[config.mk]
export PLATFORM = sky130hd
export DESIGN_NAME = arm_mem_arbiter_flat
export DESIGN_NICKNAME = d
export VERILOG_FILES = /design/src/rtl/arm_mem_arb_pkg.sv /design/src/rtl/arm_mem_arb_if.sv /design/src/rtl/arm_rr_picker.sv /design/src/rtl/arm_mem_arbiter.sv /design/src/flat_wrapper.sv
export SDC_FILE = /design/constraint.sdc
export NUM_CORES = 1
export LEC_CHECK = 0
export BUFFER_PORTS_ARGS = -buffer_cell sky130_fd_sc_hd__buf_4
export CORE_MARGIN = 8
export CORE_UTILIZATION = 42
export DETAILED_ROUTE_END_ITERATION = 16
export HOLD_SLACK_MARGIN = 0.12
export MAX_ROUTING_LAYER = met4
export PLACE_DENSITY_LB_ADDON = 0.05
export REMOVE_ABC_BUFFERS = 1
export SYNTH_ARGS = -nofsm -noshare
export SYNTH_HDL_FRONTEND = slang
export SYNTH_HIERARCHICAL = 1
export SYNTH_SLANG_ARGS = --single-unit
[constraint.sdc]
create_clock -name i_clk -period 5.57 [get_ports i_clk]
set_clock_uncertainty 0.1 [all_clocks]
set_input_delay 0.8355 -clock i_clk [delete_from_list [all_inputs] [get_ports i_clk]]
set_output_delay 0.8355 -clock i_clk [all_outputs]
set_load 0.05 [all_outputs]
[src/rtl/arm_mem_arb_pkg.sv]
// Shared state encoding and constants for the ARM memory port arbiter.
package arm_mem_arb_pkg;

    typedef enum logic [1:0] {
        IDLE   = 2'd0,
        ACCESS = 2'd1,
        DONE   = 2'd2
    } arb_state_e;

    localparam int         WCNT_W     = 4;
    localparam logic [1:0] ALIGN_MASK = 2'b11;

    function automatic logic is_misaligned(input logic [1:0] lsb);
        return (lsb & ALIGN_MASK) != 2'b00;
    endfunction

endpackage

[src/rtl/arm_mem_arb_if.sv]
// Requester bus plus memory-port signals shared by the arbiter and its users.
interface arm_mem_arb_if #(
    parameter int NREQ   = 3,
    parameter int ADDR_W = 32,
    parameter int DATA_W = 32
);
    logic [NREQ-1:0]        req;
    logic [NREQ-1:0]        we;
    logic [NREQ*ADDR_W-1:0] addr;
    logic [NREQ*DATA_W-1:0] wdata;
    logic [NREQ-1:0]        gnt;
    logic [NREQ-1:0]        done;
    logic [DATA_W-1:0]      rdata;
    logic                   err;
    logic [ADDR_W-1:0]      mem_addr;
    logic [DATA_W-1:0]      mem_wdata;
    logic                   mem_write;
    logic [DATA_W-1:0]      mem_rdata;
    logic                   mem_excpt;

    modport slave (
        input  req, we, addr, wdata, mem_rdata, mem_excpt,
        output gnt, done, rdata, err,
        output mem_addr, mem_wdata, mem_write
    );

    modport master (
        output req, we, addr, wdata, mem_rdata, mem_excpt,
        input  gnt, done, rdata, err,
        input  mem_addr, mem_wdata, mem_write
    );
endinterface

[src/rtl/arm_rr_picker.sv]
// Combinational winner picker: round robin from ptr, or fixed priority
// (lowest index) when ARM_MEM_ARB_FIXED_PRIO_EN is defined.
module arm_rr_picker #(
    parameter int NREQ  = 3,
    parameter int IDX_W = $clog2(NREQ)
) (
    input  logic [NREQ-1:0]  i_req,
    input  logic [NREQ-1:0]  i_mask,
    input  logic [IDX_W-1:0] i_ptr,
    output logic [NREQ-1:0]  o_win,
    output logic [IDX_W-1:0] o_win_idx,
    output logic             o_any
);
    logic [NREQ-1:0] w_elig;

    assign w_elig = i_req & ~i_mask;

`ifdef ARM_MEM_ARB_FIXED_PRIO_EN
    logic w_unused_ptr;
    assign w_unused_ptr = ^i_ptr;
`endif

    // Smallest distance from the pointer wins.
    always_comb begin
        int d;
        int best;
        d         = 0;
        best      = NREQ;
        o_win_idx = '0;
        for (int i = 0; i < NREQ; i++) begin
`ifdef ARM_MEM_ARB_FIXED_PRIO_EN
            d = i;
`else
            d = (i + NREQ - int'(i_ptr)) % NREQ;
`endif
            if (w_elig[i] && d < best) begin
                best      = d;
                o_win_idx = IDX_W'(i);
            end
        end
    end

    assign o_any = |w_elig;
    assign o_win = o_any ? (NREQ'(1) << o_win_idx) : '0;

endmodule

[src/rtl/arm_mem_arbiter.sv]
// Shares one ARM memory port among NREQ requesters with alignment/exception
// reporting. Define ARM_MEM_ARB_FIXED_PRIO_EN for fixed priority arbitration.
module arm_mem_arbiter
    import arm_mem_arb_pkg::*;
#(
    parameter int NREQ        = 3,
    parameter int WAIT_CYCLES = 1,
    parameter int ADDR_W      = 32,
    parameter int DATA_W      = 32
) (
    input logic          i_clk,
    input logic          i_rst_n,
    arm_mem_arb_if.slave bus
);
    localparam int IDX_W = $clog2(NREQ);

    arb_state_e        r_state;
    arb_state_e        w_next;
    logic [IDX_W-1:0]  r_owner;
    logic              r_we;
    logic              r_mis;
    logic [ADDR_W-1:0] r_addr;
    logic [DATA_W-1:0] r_wdata;
    logic [WCNT_W-1:0] r_wcnt;
    logic [DATA_W-1:0] r_rdata;
    logic              r_err;

    logic [NREQ-1:0]   w_owner_oh;
    logic [NREQ-1:0]   w_mask;
    logic [NREQ-1:0]   w_win;
    logic [IDX_W-1:0]  w_win_idx;
    logic              w_any;
    logic [IDX_W-1:0]  w_ptr;
    logic [ADDR_W-1:0] w_sel_addr;
    logic              w_grant;
    logic              w_last;
    logic [NREQ-1:0]   w_gnt;
    logic [NREQ-1:0]   w_done;
    logic              w_mem_write;

    assign w_owner_oh = NREQ'(1) << r_owner;
    assign w_mask     = (r_state == DONE) ? w_owner_oh : '0;
    assign w_sel_addr = bus.addr[w_win_idx*ADDR_W +: ADDR_W];

    arm_rr_picker #(
        .NREQ  (NREQ),
        .IDX_W (IDX_W)
    ) u_picker (
        .i_req     (bus.req),
        .i_mask    (w_mask),
        .i_ptr     (w_ptr),
        .o_win     (w_win),
        .o_win_idx (w_win_idx),
        .o_any     (w_any)
    );

`ifdef ARM_MEM_ARB_FIXED_PRIO_EN
    assign w_ptr = '0;
`else
    logic [IDX_W-1:0] r_rr_ptr;

    assign w_ptr = r_rr_ptr;

    always_ff @(posedge i_clk or negedge i_rst_n) begin
        if (!i_rst_n) begin
            r_rr_ptr <= '0;
        end else if (w_grant) begin
            r_rr_ptr <= (w_win_idx == IDX_W'(NREQ - 1)) ?
                        '0 : w_win_idx + IDX_W'(1);
        end
    end
`endif

    always_ff @(posedge i_clk or negedge i_rst_n) begin
        if (!i_rst_n) r_state <= IDLE;
        else          r_state <= w_next;
    end

    always_comb begin
        w_next      = r_state;
        w_grant     = 1'b0;
        w_last      = 1'b0;
        w_gnt       = '0;
        w_done      = '0;
        w_mem_write = 1'b0;
        unique case (r_state)
            IDLE: begin
                w_grant = w_any;
                if (w_any) w_next = ACCESS;
            end
            ACCESS: begin
                w_gnt       = w_owner_oh;
                w_last      = (r_wcnt == '0);
                // Misaligned writes never reach memory.
                w_mem_write = w_last & r_we & ~r_mis;
                if (w_last) w_next = DONE;
            end
            DONE: begin
                w_done  = w_owner_oh;
                w_grant = w_any;
                w_next  = w_any ? ACCESS : IDLE;
            end
            default: w_next = IDLE;
        endcase
    end

    always_ff @(posedge i_clk or negedge i_rst_n) begin
        if (!i_rst_n) begin
            r_owner <= '0;
            r_we    <= 1'b0;
            r_mis   <= 1'b0;
            r_addr  <= '0;
            r_wdata <= '0;
            r_wcnt  <= '0;
            r_rdata <= '0;
            r_err   <= 1'b0;
        end else begin
            if (w_grant) begin
                r_owner <= w_win_idx;
                r_we    <= bus.we[w_win_idx];
                r_mis   <= is_misaligned(w_sel_addr[1:0]);
                r_addr  <= w_sel_addr;
                r_wdata <= bus.wdata[w_win_idx*DATA_W +: DATA_W];
                r_wcnt  <= WCNT_W'(WAIT_CYCLES);
            end else if (r_state == ACCESS && !w_last) begin
                r_wcnt <= r_wcnt - WCNT_W'(1);
            end
            if (w_last) begin
                if (!r_we && !r_mis) r_rdata <= bus.mem_rdata;
                r_err <= r_mis | bus.mem_excpt;
            end
        end
    end

    assign bus.gnt       = w_gnt;
    assign bus.done      = w_done;
    assign bus.rdata     = r_rdata;
    assign bus.err       = r_err;
    assign bus.mem_addr  = r_addr;
    assign bus.mem_wdata = r_wdata;
    assign bus.mem_write = w_mem_write;

endmodule

[src/flat_wrapper.sv]
// flat-port wrapper written by rule: the top's interface ports become plain ports
module arm_mem_arbiter_flat import arm_mem_arb_pkg::*;
#(
    parameter int NREQ        = 3,
    parameter int WAIT_CYCLES = 1,
    parameter int ADDR_W      = 32,
    parameter int DATA_W      = 32
)
  (i_clk, i_rst_n, bus_req, bus_we, bus_addr, bus_wdata, bus_mem_rdata, bus_mem_excpt, bus_gnt, bus_done, bus_rdata, bus_err, bus_mem_addr, bus_mem_wdata, bus_mem_write);
  arm_mem_arb_if #(.NREQ(NREQ), .ADDR_W(ADDR_W), .DATA_W(DATA_W)) bus_i ();
  input logic i_clk;
  input logic i_rst_n;
  input wire logic [$bits(bus_i.req)-1:0] bus_req;
  input wire logic [$bits(bus_i.we)-1:0] bus_we;
  input wire logic [$bits(bus_i.addr)-1:0] bus_addr;
  input wire logic [$bits(bus_i.wdata)-1:0] bus_wdata;
  input wire logic [$bits(bus_i.mem_rdata)-1:0] bus_mem_rdata;
  input wire logic [$bits(bus_i.mem_excpt)-1:0] bus_mem_excpt;
  output wire logic [$bits(bus_i.gnt)-1:0] bus_gnt;
  output wire logic [$bits(bus_i.done)-1:0] bus_done;
  output wire logic [$bits(bus_i.rdata)-1:0] bus_rdata;
  output wire logic [$bits(bus_i.err)-1:0] bus_err;
  output wire logic [$bits(bus_i.mem_addr)-1:0] bus_mem_addr;
  output wire logic [$bits(bus_i.mem_wdata)-1:0] bus_mem_wdata;
  output wire logic [$bits(bus_i.mem_write)-1:0] bus_mem_write;
  assign bus_i.req = bus_req;
  assign bus_i.we = bus_we;
  assign bus_i.addr = bus_addr;
  assign bus_i.wdata = bus_wdata;
  assign bus_i.mem_rdata = bus_mem_rdata;
  assign bus_i.mem_excpt = bus_mem_excpt;
  assign bus_gnt = bus_i.gnt;
  assign bus_done = bus_i.done;
  assign bus_rdata = bus_i.rdata;
  assign bus_err = bus_i.err;
  assign bus_mem_addr = bus_i.mem_addr;
  assign bus_mem_wdata = bus_i.mem_wdata;
  assign bus_mem_write = bus_i.mem_write;
  arm_mem_arbiter #(.NREQ(NREQ), .WAIT_CYCLES(WAIT_CYCLES), .ADDR_W(ADDR_W), .DATA_W(DATA_W)) u_core (.i_clk(i_clk), .i_rst_n(i_rst_n), .bus(bus_i));
endmodule
==> flow_summary.json <==
{
  "slew_violations": 0,
  "drc": 0,
  "cap_violations": 0,
  "avgViaCountPerCell": 5.37,
  "netlist_instances": 595,
  "fin_util_pct": 62.8,
  "path_class": "reg2reg",
  "worst_setup_path_start_kind": "flop",
  "ctsRootBufferMaster": "clkbuf_16",
  "whs_ns": 0.357,
  "finalSetupViolations": 0,
  "netlist_area_mm2": 0.00638,
  "crit_chain": "inv_1 > ha_1 > and3b_2 > inv_1 > ha_1 > nand3b_1 > a2111o_1 > o21ai_1 > o21ai_0 > ha_1 > a2111oi_1 > o221a_2 > nand3_1 > a221o_1 > a21oi_4 > buf_12 > nor2b_4 > buf_12 > a21o_1 > o22a_1",
  "io_pins": 337,
  "grt_pass1_vias": 6476,
  "nets": 1166,
  "finish.instance_area_mm2": 0.00944,
  "tritoncts": "yes",
  "grt_overflow": 0,
  "worst_setup_path_end_kind": "flop",
  "area_growth_pct": 48.0,
  "cts.sinks": 109,
  "grt_setup_unrepaired": "false",
  "die_height_um": 139,
  "cp.arrival_ns": 5.35,
  "drt-initial-drc-count": 241,
  "p_leak_nw": 4.76,
  "hpwlAfterDp_um": 17500,
  "cts_inserted_buffers": 9,
  "fin_tns_setup_ns": 0,
  "fmax_ghz": 0.192,
  "required_ns": 5.71,
  "period_needed_ns": 5.21,
  "port_buffers": 336,
  "std_cell_rows": 45,
  "gp_congestion": 0.866,
  "status": "completed",
  "tightest_slew_ns": 1.04,
  "core-area_mm2": 0.0150,
  "grt_usage_pct": 23.1,
  "grt_pass1_wl_um": 34900,
  "critPathMaxFanout": 63,
  "placed_cell_area_mm2": 0.00907,
  "die_w_um": 139,
  "reg2reg_depth": 20,
  "clockBufferDepth": 2,
  "max_stage_delay_ns": 0.47,
  "die_area_mm2": 0.0194,
  "vdd_drop_max_mv": 0.454,
  "routed_wl_um": 22600,
  "grt_max_degree": 67,
  "synth.avg_cell_area_um2": 10.7,
  "crit_top_cell": "ha_1",
  "clkTransAtPathRegs_ns": 0.08,
  "fillers": 1276,
  "max_slew_margin_pct": 30.7,
  "vias": 5926,
  "ys_warn_count": 6,
  "hold_buffers": 0,
  "routedWlPerCell_um": 20.4,
  "worst-path-buf-inv": 4,
  "p_per_area_mw_per_mm2": 790,
  "layout-drive-gt1-share_pct": 45.1,
  "worstSkewPairLatency_ns": 0.35,
  "ant_nets": 0,
  "crit_family": "compound AO/OA/AOI/OAI gates",
  "path_depth": 20,
  "finalCritPeriodShare_pct": 93.5,
  "min_path_type": "in2async",
  "dr.pass1.iters": 4,
  "htree_levels": 3,
  "antenna_cells": 0,
  "antenna_found_initial": 0,
  "start_util_pct": 42.4,
  "finalHoldViolations": 0,
  "cpMaxStageDelayCell": "a2111o_1"
}
-- state kept, by name, indices dropped and copies added, names as in the netlist --
| register | flops |
|---|---|
| u_core/bus.err | 1 |
| u_core/bus.mem_addr | 32 |
| u_core/bus.mem_wdata | 32 |
| u_core/bus.rdata | 32 |
| u_core/r_mis | 1 |
| u_core/r_owner | 2 |
| u_core/r_rr_ptr | 2 |
| u_core/r_state | 2 |
| u_core/r_wcnt | 4 |
| u_core/r_we | 1 |
-- cells in the final DEF, fill, tap and decap left out, drive strengths merged, types with 16 or more instances in the layout --
master	count
buf	347
o22a	62
nand2	18
mux2	32
ha	22
nor2	77
a21o	62
inv	16
dfrtp	109
mux2i	67
-- what timing repair did --
action / 4_1_cts / 5_1_grt
buffers inserted: 0 / 1
resized for setup: 0 / 4
setup endpoints to repair: 0 / 64
-- through the flow --
step	total power, W	cells	worst slack (ns)
final	0.00745	1104	0.364
after detailed placement	0.00670	1086	0.199
after global placement	0.00660	1086	0.434
after global routing	0.00789	1104	0.0558
after floorplan	0.00507	552	-7.53
after CTS	0.00743	1102	0.197
-- worst paths after layout --
check                              startpoint                        to  slack [ns]
min                                   i_rst_n  u_core/bus.mem_wdata[18]        0.36
max in group asynchronous             i_rst_n        u_core/r_rr_ptr[0]        3.63
max                        u_core/r_rr_ptr[1]   u_core/bus.mem_wdata[9]        0.36
max reg2reg                u_core/r_rr_ptr[1]   u_core/bus.mem_wdata[9]        0.36
min in group i_clk           u_core/r_wcnt[3]          u_core/r_wcnt[3]        0.37
min reg2reg                  u_core/r_wcnt[3]          u_core/r_wcnt[3]        0.37
-- cell type report --
class,instances,area [um2],area share (%)
repair buffers,348,2670,28.3
clock inverters,6,91.3,0.968
flip-flops and latches,109,2730,28.9
well taps,188,235,2.49
multi-input cells,429,3420,36.3
inverters,14,52.6,0.557
clock buffers,10,239,2.53
-- routing by layer --
metal  GRT usage [%]  part of all wire [%]  vias up
met5               -                     0        -
met4            8.09                   2.2        0
met3            5.34                   5.7       29
met2            40.0                    52      211
met1            25.6                    41     2899
li1                -                     -     2787
-- power by group --
| group | leakage (nW) | internal [W] | switching, W |
|---|---|---|---|
| sequential | 1.25 | 0.00121 | 0.000248 |
| combinational | 3.35 | 0.00206 | 0.00322 |
| clock | 0.163 | 0.000410 | 0.000304 |
| total | 4.76 | 0.00368 | 0.00377 |
Power figures use the tool's default switching activity.
